===== src/rtl/data_mem_arbiter_pkg.sv =====
// data_mem_arbiter_pkg: shared state encoding, port indices and default bus widths
package data_mem_arbiter_pkg;
  localparam int DEF_ADDR_W = 16;
  localparam int DEF_DATA_W = 16;
  localparam logic PORT0 = 1'b0;
  localparam logic PORT1 = 1'b1;
  typedef enum logic {IDLE, ACCESS} state_t;
endpackage


===== src/rtl/data_mem_arbiter_if.sv =====
// data_mem_arbiter_if: two requester ports plus the single-port memory bus
//   requester side : reqN, weN, addrN, wdataN in; ackN, rvalidN, rdataN out
//   memory side    : mem_access_addr, mem_in, mem_write_en, mem_read_en out; mem_out in
//   slave modport is the arbiter's view, master is the requesters'/memory's view
interface data_mem_arbiter_if #(
  parameter int ADDR_W = data_mem_arbiter_pkg::DEF_ADDR_W,
  parameter int DATA_W = data_mem_arbiter_pkg::DEF_DATA_W
);
  logic              req0, we0, ack0, rvalid0;
  logic [ADDR_W-1:0] addr0;
  logic [DATA_W-1:0] wdata0, rdata0;
  logic              req1, we1, ack1, rvalid1;
  logic [ADDR_W-1:0] addr1;
  logic [DATA_W-1:0] wdata1, rdata1;
  logic [ADDR_W-1:0] mem_access_addr;
  logic [DATA_W-1:0] mem_in, mem_out;
  logic              mem_write_en, mem_read_en;
  modport slave (
    input  req0, we0, addr0, wdata0, req1, we1, addr1, wdata1, mem_out,
    output ack0, rvalid0, rdata0, ack1, rvalid1, rdata1,
    output mem_access_addr, mem_in, mem_write_en, mem_read_en
  );
  modport master (
    output req0, we0, addr0, wdata0, req1, we1, addr1, wdata1, mem_out,
    input  ack0, rvalid0, rdata0, ack1, rvalid1, rdata1,
    input  mem_access_addr, mem_in, mem_write_en, mem_read_en
  );
endinterface


===== src/rtl/data_mem_arbiter_rr_arb2.sv =====
// data_mem_arbiter_rr_arb2: two-way round-robin pick with exclusion mask
//   clk, reset : clock and synchronous active-high reset
//   i_req      : per-port request
//   i_mask     : ports not allowed to win this edge (the port currently in ACCESS)
//   o_valid    : some port is eligible
//   o_grant    : winning port index; pointer moves to the other port on every grant
module data_mem_arbiter_rr_arb2 (
  input  logic       clk,
  input  logic       reset,
  input  logic [1:0] i_req,
  input  logic [1:0] i_mask,
  output logic       o_valid,
  output logic       o_grant
);
  import data_mem_arbiter_pkg::*;
  logic       r_ptr;
  logic [1:0] w_elig;
  always_comb begin
    w_elig  = i_req & ~i_mask;
    o_valid = |w_elig;
    o_grant = &w_elig ? r_ptr : w_elig[PORT1];
  end
  always_ff @(posedge clk)
    if (reset) r_ptr <= PORT0;
    else if (o_valid) r_ptr <= ~o_grant;
endmodule


===== src/rtl/data_mem_arbiter.sv =====
// data_mem_arbiter: shares a single-port data memory between two requesters
//   clk, reset : clock and synchronous active-high reset
//   bus        : slave view of data_mem_arbiter_if (both requesters + memory bus)
// A granted port owns the memory for exactly one ACCESS cycle; memory outputs are
// combinational from the registered state, read data is registered one cycle later.
module data_mem_arbiter #(
  parameter int ADDR_W = data_mem_arbiter_pkg::DEF_ADDR_W,
  parameter int DATA_W = data_mem_arbiter_pkg::DEF_DATA_W
) (
  input logic clk,
  input logic reset,
  data_mem_arbiter_if.slave bus
);
  import data_mem_arbiter_pkg::*;
  state_t            r_state, w_state_nxt;
  logic              r_gnt, w_valid, w_pick, w_access, w_we;
  logic [1:0]        w_req, w_mask, w_rd, r_rvalid;
  logic [ADDR_W-1:0] w_addr;
  logic [DATA_W-1:0] w_wdata, r_rdata0, r_rdata1;
  data_mem_arbiter_rr_arb2 u_arb (
    .clk     (clk),
    .reset   (reset),
    .i_req   (w_req),
    .i_mask  (w_mask),
    .o_valid (w_valid),
    .o_grant (w_pick)
  );
  always_comb begin
    w_req       = {bus.req1, bus.req0};
    w_access    = r_state == ACCESS;
    // the port being served this cycle may still hold req; keep it out of the next pick
    w_mask      = {w_access & r_gnt, w_access & ~r_gnt};
    w_state_nxt = w_valid ? ACCESS : IDLE;
    w_we        = r_gnt ? bus.we1 : bus.we0;
    w_addr      = r_gnt ? bus.addr1 : bus.addr0;
    w_wdata     = r_gnt ? bus.wdata1 : bus.wdata0;
    w_rd        = {2{w_access & ~w_we}} & {r_gnt, ~r_gnt};
    bus.ack0            = w_access & (r_gnt == PORT0);
    bus.ack1            = w_access & (r_gnt == PORT1);
    bus.mem_access_addr = w_access ? w_addr : '0;
    bus.mem_in          = w_access ? w_wdata : '0;
    bus.mem_write_en    = w_access & w_we;
    bus.mem_read_en     = w_access & ~w_we;
    bus.rvalid0         = r_rvalid[PORT0];
    bus.rvalid1         = r_rvalid[PORT1];
    bus.rdata0          = r_rdata0;
    bus.rdata1          = r_rdata1;
  end
  always_ff @(posedge clk)
    if (reset) begin
      r_state <= IDLE;
      r_gnt   <= PORT0;
    end else begin
      r_state <= w_state_nxt;
      if (w_valid) r_gnt <= w_pick;
    end
  // reset drops any read still in flight along with the held read data
  always_ff @(posedge clk)
    if (reset) begin
      r_rvalid <= '0;
      r_rdata0 <= '0;
      r_rdata1 <= '0;
    end else begin
      r_rvalid <= w_rd;
      if (w_rd[PORT0]) r_rdata0 <= bus.mem_out;
      if (w_rd[PORT1]) r_rdata1 <= bus.mem_out;
    end
endmodule


===== src/flat_wrapper.sv =====
// flat-port wrapper written by rule: the top's interface ports become plain ports
module data_mem_arbiter_flat import data_mem_arbiter_pkg::*;
#(
  parameter int ADDR_W = data_mem_arbiter_pkg::DEF_ADDR_W,
  parameter int DATA_W = data_mem_arbiter_pkg::DEF_DATA_W
)
  (clk, reset, bus_req0, bus_we0, bus_addr0, bus_wdata0, bus_req1, bus_we1, bus_addr1, bus_wdata1, bus_mem_out, bus_ack0, bus_rvalid0, bus_rdata0, bus_ack1, bus_rvalid1, bus_rdata1, bus_mem_access_addr, bus_mem_in, bus_mem_write_en, bus_mem_read_en);
  data_mem_arbiter_if #(.ADDR_W(ADDR_W), .DATA_W(DATA_W)) bus_i ();
  input logic clk;
  input logic reset;
  input wire logic [$bits(bus_i.req0)-1:0] bus_req0;
  input wire logic [$bits(bus_i.we0)-1:0] bus_we0;
  input wire logic [$bits(bus_i.addr0)-1:0] bus_addr0;
  input wire logic [$bits(bus_i.wdata0)-1:0] bus_wdata0;
  input wire logic [$bits(bus_i.req1)-1:0] bus_req1;
  input wire logic [$bits(bus_i.we1)-1:0] bus_we1;
  input wire logic [$bits(bus_i.addr1)-1:0] bus_addr1;
  input wire logic [$bits(bus_i.wdata1)-1:0] bus_wdata1;
  input wire logic [$bits(bus_i.mem_out)-1:0] bus_mem_out;
  output wire logic [$bits(bus_i.ack0)-1:0] bus_ack0;
  output wire logic [$bits(bus_i.rvalid0)-1:0] bus_rvalid0;
  output wire logic [$bits(bus_i.rdata0)-1:0] bus_rdata0;
  output wire logic [$bits(bus_i.ack1)-1:0] bus_ack1;
  output wire logic [$bits(bus_i.rvalid1)-1:0] bus_rvalid1;
  output wire logic [$bits(bus_i.rdata1)-1:0] bus_rdata1;
  output wire logic [$bits(bus_i.mem_access_addr)-1:0] bus_mem_access_addr;
  output wire logic [$bits(bus_i.mem_in)-1:0] bus_mem_in;
  output wire logic [$bits(bus_i.mem_write_en)-1:0] bus_mem_write_en;
  output wire logic [$bits(bus_i.mem_read_en)-1:0] bus_mem_read_en;
  assign bus_i.req0 = bus_req0;
  assign bus_i.we0 = bus_we0;
  assign bus_i.addr0 = bus_addr0;
  assign bus_i.wdata0 = bus_wdata0;
  assign bus_i.req1 = bus_req1;
  assign bus_i.we1 = bus_we1;
  assign bus_i.addr1 = bus_addr1;
  assign bus_i.wdata1 = bus_wdata1;
  assign bus_i.mem_out = bus_mem_out;
  assign bus_ack0 = bus_i.ack0;
  assign bus_rvalid0 = bus_i.rvalid0;
  assign bus_rdata0 = bus_i.rdata0;
  assign bus_ack1 = bus_i.ack1;
  assign bus_rvalid1 = bus_i.rvalid1;
  assign bus_rdata1 = bus_i.rdata1;
  assign bus_mem_access_addr = bus_i.mem_access_addr;
  assign bus_mem_in = bus_i.mem_in;
  assign bus_mem_write_en = bus_i.mem_write_en;
  assign bus_mem_read_en = bus_i.mem_read_en;
  data_mem_arbiter #(.ADDR_W(ADDR_W), .DATA_W(DATA_W)) u_core (.clk(clk), .reset(reset), .bus(bus_i));
endmodule

===== config.mk =====
export PLATFORM = sky130hd
export DESIGN_NAME = data_mem_arbiter_flat
export DESIGN_NICKNAME = d
export VERILOG_FILES = /design/src/rtl/data_mem_arbiter_pkg.sv /design/src/rtl/data_mem_arbiter_if.sv /design/src/rtl/data_mem_arbiter_rr_arb2.sv /design/src/rtl/data_mem_arbiter.sv /design/src/flat_wrapper.sv
export SDC_FILE = /design/constraint.sdc
export NUM_CORES = 1
export LEC_CHECK = 0
export CORE_MARGIN = 5
export CORE_UTILIZATION = 36
export DETAILED_ROUTE_END_ITERATION = 8
export PLACE_DENSITY = 0.87
export SLEW_MARGIN = 10
export SYNTH_ARGS = -nofsm -noshare
export SYNTH_HDL_FRONTEND = slang
export SYNTH_SLANG_ARGS = --single-unit
export TNS_END_PERCENT = 30

===== constraint.sdc =====
create_clock -name clk -period 2.3 [get_ports clk]
set_clock_uncertainty 0.1 [all_clocks]
set_input_delay 0.345 -clock clk [delete_from_list [all_inputs] [get_ports clk]]
set_output_delay 0.345 -clock clk [all_outputs]
set_load 0.05 [all_outputs]

Yosys cells after proc, flatten, opt, wreduce, memory -nomap -nowiden:

Cells that the tools add are included.

* bits in registers: 37
* output and inout bits: 70
* bits of input ports: 86

* bitwise gates (word level): 10
* mux-type cells: 7
* reductions and logical operators: 2

Operators by type and width (number)
* 16-bit 2-to-1 mux: 4
* 1-bit AND: 4
* 2-bit AND: 2
* 1-bit 2-to-1 mux: 3
* 1-bit NOT: 3
* 2-bit NOT: 1
* 2-bit AND reduction: 1
* 2-bit OR reduction: 1

Longest topological paths before layout:

Gate-level depths: netlist of run 1.

* depth after elaboration: 7
* gate-level depth with buffers: 5

Cells and area by module:

A second synthesis of run 1 with hierarchy kept.

* cells, all modules: 219
* area, all modules: 2128.3 um2

Modules (own cells, without submodules)
* data_mem_arbiter: instances 1, area each 2054.5 um2, cells an instance 210
* data_mem_arbiter_rr_arb2: instances 1, area each 73.8 um2, cells an instance 9

Least setup slack after synthesis of run 1:

OpenSTA, ideal clock, no wires.

* path kind: flip-flop to output port
* start point: reg u_core.r_gnt
* end point: out bus_mem_access_addr[0]
* data arrival time: 1518 ps
* cell stages (with the launch flop): 5
* required time: 1855 ps
* setup slack: 337 ps
* cells stage by stage: dfxtp_1 buf_6 buf_4 mux2i_1 nor2b_1

* cells in the longest elaborated chain, start to end: 2

RTL lines
* start, declared: line data_mem_arbiter.sv:16 `logic r_gnt, w_valid, w_pick, w_access, w_we;`
* start signal, assigned: line data_mem_arbiter.sv:55 `if (w_valid) r_gnt <= w_pick;`
* 16-bit 2-to-1 mux: line data_mem_arbiter.sv:35 `w_addr = r_gnt ? bus.addr1 : bus.addr0;`
* 16-bit 2-to-1 mux: line data_mem_arbiter.sv:40 `bus.mem_access_addr = w_access ? w_addr : '0;`
* end, declared: line flat_wrapper.sv:26 `output wire logic [$bits(bus_i.mem_access_addr)-1:0] bus_mem_access_addr;`

No other way between the ends.

Worst setup path after layout of run 1:

* start point: reg u_core.r_state
* end point: out bus_mem_in[14]

* cells in the longest elaborated chain, start to end: 1

RTL lines
* start, declared: line data_mem_arbiter.sv:15 `state_t r_state, w_state_nxt;`
* start signal, assigned: line data_mem_arbiter.sv:54 `r_state <= w_state_nxt;`
* 16-bit 2-to-1 mux: line data_mem_arbiter.sv:41 `bus.mem_in = w_access ? w_wdata : '0;`
* end, declared: line flat_wrapper.sv:27 `output wire logic [$bits(bus_i.mem_in)-1:0] bus_mem_in;`

No other way between the ends.

==> results of run 1 <==
-- cell families after synthesis --
kind of cell	after synthesis	share of synthesized area
and+or+nand+nor	91	0.234
muxes	50	0.257
DFF	37	0.380
AOI/OAI and AO/OA	22	0.0635
buffers and inverters	19	0.0661
-- per-layer routing --
layer  up-vias  track usage  wire length (µm)
met4         0       0.0687               185
met3        15       0.0543               377
li1       1022            -                 -
met1       940        0.215              2490
met2        60        0.399              4360
met5         -            0                 0
-- worst min-delay path, delay by kind of cell, from the launching register on --
kind	cells	cell delay, ns
flops	1	0.31
simple gates	1	0.05
compound gates	1	0.05
-- Yosys cell counts --
master,n,area share
sky130_fd_sc_hd__a211oi_2,1,0.0064
sky130_fd_sc_hd__a21oi_1,18,0.046
sky130_fd_sc_hd__a311oi_1,1,0.0045
sky130_fd_sc_hd__and2_1,1,0.0032
sky130_fd_sc_hd__and3b_1,1,0.0045
sky130_fd_sc_hd__buf_12,1,0.010
sky130_fd_sc_hd__buf_2,2,0.0051
sky130_fd_sc_hd__buf_4,3,0.012
sky130_fd_sc_hd__buf_6,2,0.012
sky130_fd_sc_hd__buf_8,1,0.0077
sky130_fd_sc_hd__clkbuf_1,7,0.013
sky130_fd_sc_hd__clkbuf_2,1,0.0026
sky130_fd_sc_hd__dfxtp_1,37,0.38
sky130_fd_sc_hd__inv_1,2,0.0039
sky130_fd_sc_hd__mux2i_1,50,0.26
sky130_fd_sc_hd__nand2_1,33,0.064
sky130_fd_sc_hd__nand3b_2,1,0.0058
sky130_fd_sc_hd__nor2_1,18,0.035
sky130_fd_sc_hd__nor2b_1,34,0.11
sky130_fd_sc_hd__nor3_1,1,0.0026
sky130_fd_sc_hd__nor3b_2,1,0.0064
sky130_fd_sc_hd__o21ai_0,1,0.0026
sky130_fd_sc_hd__o21bai_1,1,0.0039
sky130_fd_sc_hd__or2b_1,1,0.0039
-- cell type report --
type,instances,area share
inverters,2,0.00189
multi-input cells,163,0.274
clock inverters,1,0.00126
well taps,70,0.0221
flip-flops and latches,37,0.187
clock buffers,5,0.0174
repair buffers,161,0.497
-- state kept, by name, summed over array words and instances, names as in the netlist --
register            flops
u_core.bus.rdata0      16
u_core.r_gnt            1
u_core.r_state          1
u_core.bus.rdata1      16
u_core.r_rvalid         2
u_core.u_arb.r_ptr      1
-- power by group through the flow --
stage	Clock [mW]	Combinational [mW]	Sequential, mW
after detailed placement	0	0.813	0.695
final	0.409	0.808	0.681
after global placement	0	0.802	0.694
after floorplan	0	0.340	0.750
after global routing	0.448	0.843	0.685
after CTS	0.415	0.815	0.681
-- metrics by stage --
step                      cell area [µm²]  power (mW)  cells
final                                3970        1.90    439
after global routing                 3970        1.98    439
after CTS                            3970        1.91    439
after detailed placement             3890        1.51    433
after global placement               3890        1.50    433
after floorplan                      1950        1.09    219
-- worst max path at each step --
stage,from,to,slack [ns],cells after the start
floorplan,u_core.r_gnt,bus_mem_access_addr[0],0.34,4
global placement,bus_we0,bus_mem_write_en,0.48,4
detailed placement,bus_we0,u_core.bus.rdata0[5],0.41,5
CTS,u_core.r_state,bus_mem_in[14],0.14,3
global route,u_core.r_state,bus_mem_in[14],0.01,3
finish,u_core.r_state,bus_mem_in[14],0.18,3
==> results.txt, run 1 <==
The run finished with clean final reports. The critical path contains buffers and inverters numbering 2 combined. For this run, the number of Yosys warnings is 0. For this design the top-level I/O count stands at 156.

For the hold violation total from the final report, the log shows 0. The logs give 0.767 for the final core area utilization and 0 for the quantity of gates resized following cts. Setup repair after global routing left no endpoint under its margin.

Number of flip-flops and latches in the synthesized netlist: 37. For the fraction of power consumed by the clock network, the log shows 0.216. Along the worst path, the maximum fanout reaches 19. The number of core rows is 26, and the die outline height is 83.6 µm. The final clock period utilization by the worst path is 0.920, and the total leakage power is 1.48 nW.

On the critical path the largest part of the delay comes from flip-flops. Quantity of hold-fixing buffers added after cts: 0. Die extent in x: 83.6 µm. The die covers 6990 µm². The tools report the worst relative slew slack as 0.603. Entering global routing, the biggest net connects 38 pins.

Synthesis produced a netlist whose cell count is 219. The measured slew at the worst slew-check pin is 0.595 ns, and the portion of the post-synthesis area used by sequential elements is 0.380. At the later pin of the worst-skew pair, clock insertion delay measures 0.28 ns. In this run the power density over the cells is 479 nW/µm². The launching element type of the critical path was a flop. The logs give 37 for the number of clock sinks and 0.377 for the starting utilization of the core area. Clock tree synthesis inserted a total of 5 buffers.

The tool flagged a number of max-cap violations equal to 0. The tree is rooted in a sky130_fd_sc_hd__clkbuf_8. The netlist area before placement was 1950 µm²; the final worst-path setup slack was 0.184 ns. For the internal power summed over all cells, the log shows 1.27 mW.

The worst register-to-register path has a depth of 4. In this run the power spent charging and discharging nets is 625 µW. The logs give 0.359 for the proportion of power drawn by flip-flops and latches and 2 for the number of H-tree branching levels. The post-CTS setup-driven buffer insertion count is 0, and the maximum cell stage delay along the critical path is 0.65 ns. For the final weighted congestion in routability-driven placement, the log shows 0.845. In this run the most critical hold path is launched from u_core.bus.rdata1[4]. The total wire length after detailed routing is 7410 µm. The number of buffers between clock root and the deepest sink is 2. The detail route stage leaves a number of antenna-violating nets equal to 0.

For the antenna diode instance count, the log shows 0. Detailed routing inserted a total of 2,037 vias. The HPWL after detailed placement is 6140 µm.

The layout cell share with drive strength beyond 1 is 0.141. The cell with the largest stage delay on the worst path is sky130_fd_sc_hd__dfxtp_1. The setup check on the worst reg-to-reg path leaves a slack of 0.54 ns.

The routed wirelength normalized by instance count was 16.9 µm; the area growth from synthesis to layout was 103%. VDD sags by at most 0.455 mV. Number of antenna violations at the first check in global routing: 0.

The origin of the critical flop-to-flop path is u_core.r_state. The final net count came out at 456. The setup path with the least slack is of type flop to output pin. After detailed routing, the number of remaining DRC violations is 0. In the layout the commonest cells are sky130_fd_sc_hd__clkdlybuf4s50_1, sky130_fd_sc_hd__mux2i_1, sky130_fd_sc_hd__buf_12. The end of the worst register-to-register path is u_core.bus.rdata0[5]. After layout, the minimum clock period comes to 2.12 ns. The run gives 11,600 µm as the global-route wire length before repair.

The core region is 5170 µm². Count of fill cells added during filler insertion: 365. Walking the worst path, the cells encountered are buf_4 -> nor2b_1 -> buf_12. Total global routing track utilization: 0.208. The mean instance size in the synthesized netlist came out at 8.90 µm². The worst setup slack before clock tree synthesis was 0.405 ns. The run gives 2,030 as the number of global-route vias before repair. The timing-limited maximum frequency is 473 MHz. The worst hold path passes through 2 cells. Setup violations remaining at the end of the flow were counted as 0. The leading cell type in the layout, fill and taps excluded was sky130_fd_sc_hd__clkdlybuf4s50_1. The worst hold-check path type was flop to flop.

The switching power share of the total is 0.329. The worst setup path is captured at an output pin. Summed over all failing endpoints, the final setup total negative slack is 0 ns. Using the TritonRoute via totals, the vias-per-cell ratio works out to 4.64.

The count of input and output buffers was 155. The run gives 0 as the final number of max-transition violations. The number of different library cells in the post-synthesis netlist is 24, and the post-CTS clock slew at the launch and capture registers of the worst setup and hold paths is 0.07 ns. TritonCTS built the clock tree. The tools report the endpoint arrival time on the critical path as 1.67 ns.

Data on the critical path is required at its endpoint by 1.86 ns. The number of nets handed over by synthesis was 305. The logs give 0 for the remaining global-route overflow and 0.358 ns for the hold slack. Share of total power in combinational logic: 0.426.

The path with the worst hold slack has its endpoint at u_core.bus.rdata1[4]. The area of the multi-input gates was 1090 µm²; the sequential cell area was 742 µm². In this run, the number of DRC markers left after iteration 0 of detailed routing was 73.

Before antenna repair, the detailed router went through 4 iterations.
(Power assumes the default switching activity.)
==> inputs of run 2 (changes only) <==
--- a/config.mk
+++ b/config.mk
@@ -5,9 +5,11 @@
 export SDC_FILE = /design/constraint.sdc
 export NUM_CORES = 1
 export LEC_CHECK = 0
+export CORE_ASPECT_RATIO = 0.7
 export CORE_MARGIN = 5
 export CORE_UTILIZATION = 36
 export DETAILED_ROUTE_END_ITERATION = 8
+export GPL_TIMING_DRIVEN = 1
 export PLACE_DENSITY = 0.87
 export SLEW_MARGIN = 10
 export SYNTH_ARGS = -nofsm -noshare
==> results.txt, run 2 (synthesized netlist as in run 1, its figures left out) <==
For the hold violation total from the final report, the log shows 0 (unchanged). The worst hold path belongs to the class flop to flop. The maximum cell stage delay along the critical path is 0.56 ns (-0.09 ns), and the sequential cell area is 744 µm² (+0.34%). The endpoint arrival time on the critical path is 1.60 ns (-0.07 ns). The switching power share of the total was 0.321 (-0.00853); the proportion of power drawn by flip-flops and latches was 0.357 (-0.002). The remaining global-route overflow was 0 (unchanged).

Setup repair after global routing left no endpoint under its margin. For the switching component of the power, the log shows 619 µW (-1.0%). The run gives 1.86 ns (about the same) as the endpoint required time on the critical path. The tools report the nature of the critical path endpoint as an output pin. The run gives 0.229 (+0.013) as the fraction of power consumed by the clock network. The worst setup path is launched from a flop. The measured slew at the worst slew-check pin is 0.604 ns (+0.00925 ns), and the number of buffers between clock root and the deepest sink is 2 (unchanged).

The number of clock sinks is 37 (unchanged). The number of core rows is 22 (-15%), and the die extent in x is 98.0 µm (+17%). Walking the worst path, the cells encountered are buf_12 -> mux2i_1 -> nor2b_1 -> buf_12. Area growth from synthesis to layout: 104%. The layout cell share with drive strength beyond 1 was 0.141 (-0.000381); the share of total power in combinational logic was 0.415 (-0.011). The worst relative slew slack is 0.597 (-0.00617), and the count of input and output buffers is 155 (unchanged). The final setup violation count was 0 (unchanged); the aggregate negative setup slack was 0 ns (unchanged). The run gives 0.853 (+1.0%) as the final weighted congestion in routability-driven placement. The detailed-router iteration count before antenna repair was 4 (unchanged); the routed via count divided by cell count was 4.62 (-0.43%). The starting utilization of the core area is 0.371 (-0.00610), and the residual DRC count is 0 (unchanged). The number of top-level pins is 156 (unchanged). The slack of the worst reg-to-reg path came out at 0.55 ns (about the same).

The run gives 0 (unchanged) as the quantity of hold-fixing buffers added after cts. The antenna diode instance count is 0 (unchanged). The tools report the number of max-cap violations as 0 (unchanged). The post-CTS clock slew at the launch and capture registers of the worst setup and hold paths was 0.07 ns (about the same).

The quantity of gates resized following cts is 0 (unchanged), and the met3 track demand over resource is 0.0837 (+0.0294). The global-route wire length before repair is 11,100 µm (-4.1%). The logs give 0.376 mV (-17%) for the worst-case vdd ir drop and 0.27 ns (about the same) for the worst-skew pair later-pin latency. The worst-path maximum fanout is 22 (+3). In this design, the critical path's most frequently occurring cell is sky130_fd_sc_hd__buf_12. The final non-filler cell total is 442 (+0.68%), and the minimum clock period is 2.04 ns (-0.0732 ns).

The tools report the area of the multi-input gates as 1090 µm² (unchanged). For the number of placed instances, taps included, the log shows 435 (+0.46%). Detailed router's first-iteration violation count: 50 (-32%).

Total leakage power: 1.49 nW (+0.30%). Maximum number of pins on one net before global-route repair: 26 (-32%). Critical setup path kind: flop to output pin. Leaving out fill and tap cells, the most frequent cell in the layout is sky130_fd_sc_hd__clkdlybuf4s50_1. The count of fill cells added during filler insertion came out at 378 (+3.6%). Busiest metal layer after global routing: met2. The number of H-tree branching levels was 2 (unchanged). Leaving out fill and tap cells, the most frequent cells in the layout are sky130_fd_sc_hd__clkdlybuf4s50_1, sky130_fd_sc_hd__mux2i_1, sky130_fd_sc_hd__buf_12. Number of global-route vias before repair: 2,057 (+1.3%). The run gives 7010 µm² (+0.33%) as the die area.

The number of antenna violations at the first check in global routing is 0 (unchanged), and the internal power summed over all cells is 1.31 mW (+2.9%). The logs give 0.221 (+0.00562) for the met1 track demand over resource and 490 MHz (+3.6%) for the timing-limited maximum frequency. The routed wirelength normalized by instance count is 16.2 µm (-4.0%). The die outline height came out at 71.6 µm (-14%). The flow ran to the end, and the final reports show no timing, DRC or antenna violations. The post-CTS setup-driven buffer insertion count was 0 (unchanged); the placeable core area was 5260 µm² (+1.6%).

The final number of max-transition violations came out at 0 (unchanged). The cell with the largest stage delay on the worst path was sky130_fd_sc_hd__dfxtp_4. Clock tree synthesis selected as its root buffer the cell sky130_fd_sc_hd__clkbuf_8. The logs give 0.196 (-0.0119) for the total global routing track utilization and 456 (unchanged) for the final net count.

For the met2 usage, the log shows 0.342 (-0.0575). The power per standard cell area was 484 nW/µm² (+1.2%). Final clock period utilization by the worst path: 0.888 (-0.0318).

Detailed placer's ending HPWL: 6010 µm (-2.2%). TritonCTS built the clock tree. TritonCTS buffer count: 5 (unchanged).

For the total number of vias, the log shows 2,042 (+0.25%). The total wire length after detailed routing is 7160 µm (-3.4%), and the count of antenna-violating nets left after detailed routing is 0 (unchanged).
==> run 2: path summary, 6_finish.rpt <==
| check | to | start | cells past startpoint |
|---|---|---|---|
| hold reg to reg | u_core.bus.rdata1[15] | u_core.bus.rdata1[15] | 2 |
| hold / removal | u_core.bus.rdata1[15] | u_core.bus.rdata1[15] | 2 |
| setup / recovery | bus_mem_access_addr[10] | u_core.r_gnt | 4 |
| setup reg to reg | u_core.bus.rdata0[12] | u_core.r_state | 5 |
==> run 2: area by class of cell <==
class,instances,share of cell area
Tap cell,72,0.0226
Timing Repair Buffer,161,0.494
Sequential cell,37,0.187
Inverter,2,0.00188
Clock buffer,7,0.0217
Multi-Input combinational cell,163,0.273
==> run 2: critical path, delay by kind of cell, from the launching register on <==
kind	cells	cell delay, ns
DFF	1	0.56
muxes	1	0.11
and+or+nand+nor	1	0.23
buffers and inverters	2	0.41
==> run 2: power by group through the flow <==
stage	combinational, mW	sequential (mW)	clock (mW)
finish	0.800	0.688	0.441
global route	0.836	0.692	0.487
CTS	0.806	0.689	0.459
detailed placement	0.804	0.703	0
global placement	0.792	0.701	0
floorplan	0.340	0.750	0
==> run 2: routing by layer <==
layer  wire [µm]  vias to the layer above
li1            -                     1026
met1        2790                      916
met2        3590                       87
met3         640                       13
met4         143                        0
met5           0                        -
==> run 2: per-stage QoR <==
step                hold WS (ns)  power, mW   util  area, µm²  setup WS, ns
finish                     0.353       1.93  0.758       3980         0.258
global route               0.372       2.01  0.758       3980         0.140
CTS                        0.357       1.95  0.757       3980        0.0548
detailed placement         0.347       1.51  0.741       3890         0.370
global placement           0.341       1.49  0.741       3890         0.429
floorplan                  0.322       1.09      -       1950         0.337
==> RTL edit: new RTL, settings of run 2 <==
The package constant `DEF_ADDR_W` goes from 16 to 17.
--- a/src/rtl/data_mem_arbiter_pkg.sv
+++ b/src/rtl/data_mem_arbiter_pkg.sv
@@ -2,3 +2,3 @@
 package data_mem_arbiter_pkg;
-  localparam int DEF_ADDR_W = 16;
+  localparam int DEF_ADDR_W = 17;
   localparam int DEF_DATA_W = 16;
Interface: changed (resized bus_addr0, bus_addr1 and bus_mem_access_addr); port bits go from 156 to 159. The function was not compared with the original's and may differ.
==> RTL edit against run 2 <==
- combinational power is 2% higher
- sequential power hardly changed
- sequential cell count stayed put
- synthesized area is 1.2% higher
- power is 0.44% higher
- setup slack worse by 0.14 ns
- final cell count is 1.4% higher
- design area is 1.1% higher
- routed wire length is 0.57% lower
- critical path depth stayed put
==> RTL edit: results (changes against run 2) <==
Worst setup path
  – Slowest CP cell: dfxtp_2
  – Crit Path Max Fanout: 19 (-14%)
  – R2R setup slack: 0.47 ns (-0.08 ns)
  – R2R cell count: 3 (-2)
  – Worst r2r dst: u_core.bus.rdata1[3]

Route
  – Met2 WL: 3.82 mm (+6.7%)
  – Via count: 2089 (+2.3%)
  – M1 wire length: 2.73 mm (-2.0%)
  – DR WL/cell: 15.9 um (-1.9%)
  – WL met3: 449 um (-30%)
  – DRT iter0 DRCs: 27 (-46%)

Yosys
  – Commonest cells post-synth: mux2i_1 (51), dfxtp_1 (37), nor2b_1 (35)
  – Register area share after synthesis: 0.376 (-0.00434)
  – Avg Synthesized Cell Area: 8.88 um2 (-0.21%)

Place
  – DP Area: 0.00395 mm2 (+1.3%)
  – Pre-CTS WS: 0.370 ns (-0.000129 ns)
  – Post-DP HPWL: 5.85 mm (-2.7%)

Layout
  – Multi-input logic area: 0.00110 mm2 (+1.0%)
  – Nets@finish: 463 (+1.5%)
  – Layout cell share with drive strength beyond 1: 0.141 (+0.000417)

Global routing
  – Met2 usage: 0.350 (+0.00818)
  – GR Util met3: 0.0576 (-0.0260)
  – Met1 usage: 0.209 (-0.0125)
  – Largest net degree at the start of global routing: 38 (+46%)

Power and ir drop
  – Logic gate share of total power: 0.423 (+0.008)
  – Pwr Total: 0.00194 W (+0.44%)
  – Sw power: 0.000646 W (+4.3%)
  – Leak Pwr: 1.51 nW (+1.5%)

Min path
  – Worst Min Path Start: u_core.bus.rdata1[11]

Status
  – Outcome: finished, final reports clean
RTL edit: cell count changes after synthesis, sizes merged:
cell and change:
buf +1, nor2b +1, mux2i +1
RTL edit: logic make-up (layout without fill, tap and decap cells):
family	Yosys count	count (layout)	synth area share
flip-flops	37	37	0.376
buffers and inverters	20	174	0.0711
multiplexers	51	51	0.259
AND/OR/NAND/NOR	92	92	0.234
AO/OA/AOI/OAI	22	22	0.0603
RTL edit: area by class of cell:
type	count	area share
repair buffers	164	0.499
flip-flops and latches	37	0.184
well taps	72	0.0224
inverters	2	0.00186
clock inverters	2	0.00248
multi-input cells	165	0.272
clock buffers	6	0.0180
RTL edit: worst max path at each step:
stage | end | slack, ns | cells past startpoint
floorplan | bus_mem_access_addr[0] | 0.31 | 5
global placement | u_core.bus.rdata1[0] | 0.44 | 4
detailed placement | u_core.bus.rdata1[5] | 0.37 | 4
CTS | bus_mem_in[11] | 0.11 | 4
global route | bus_mem_in[6] | 0.04 | 4
finish | bus_mem_in[11] | 0.12 | 4
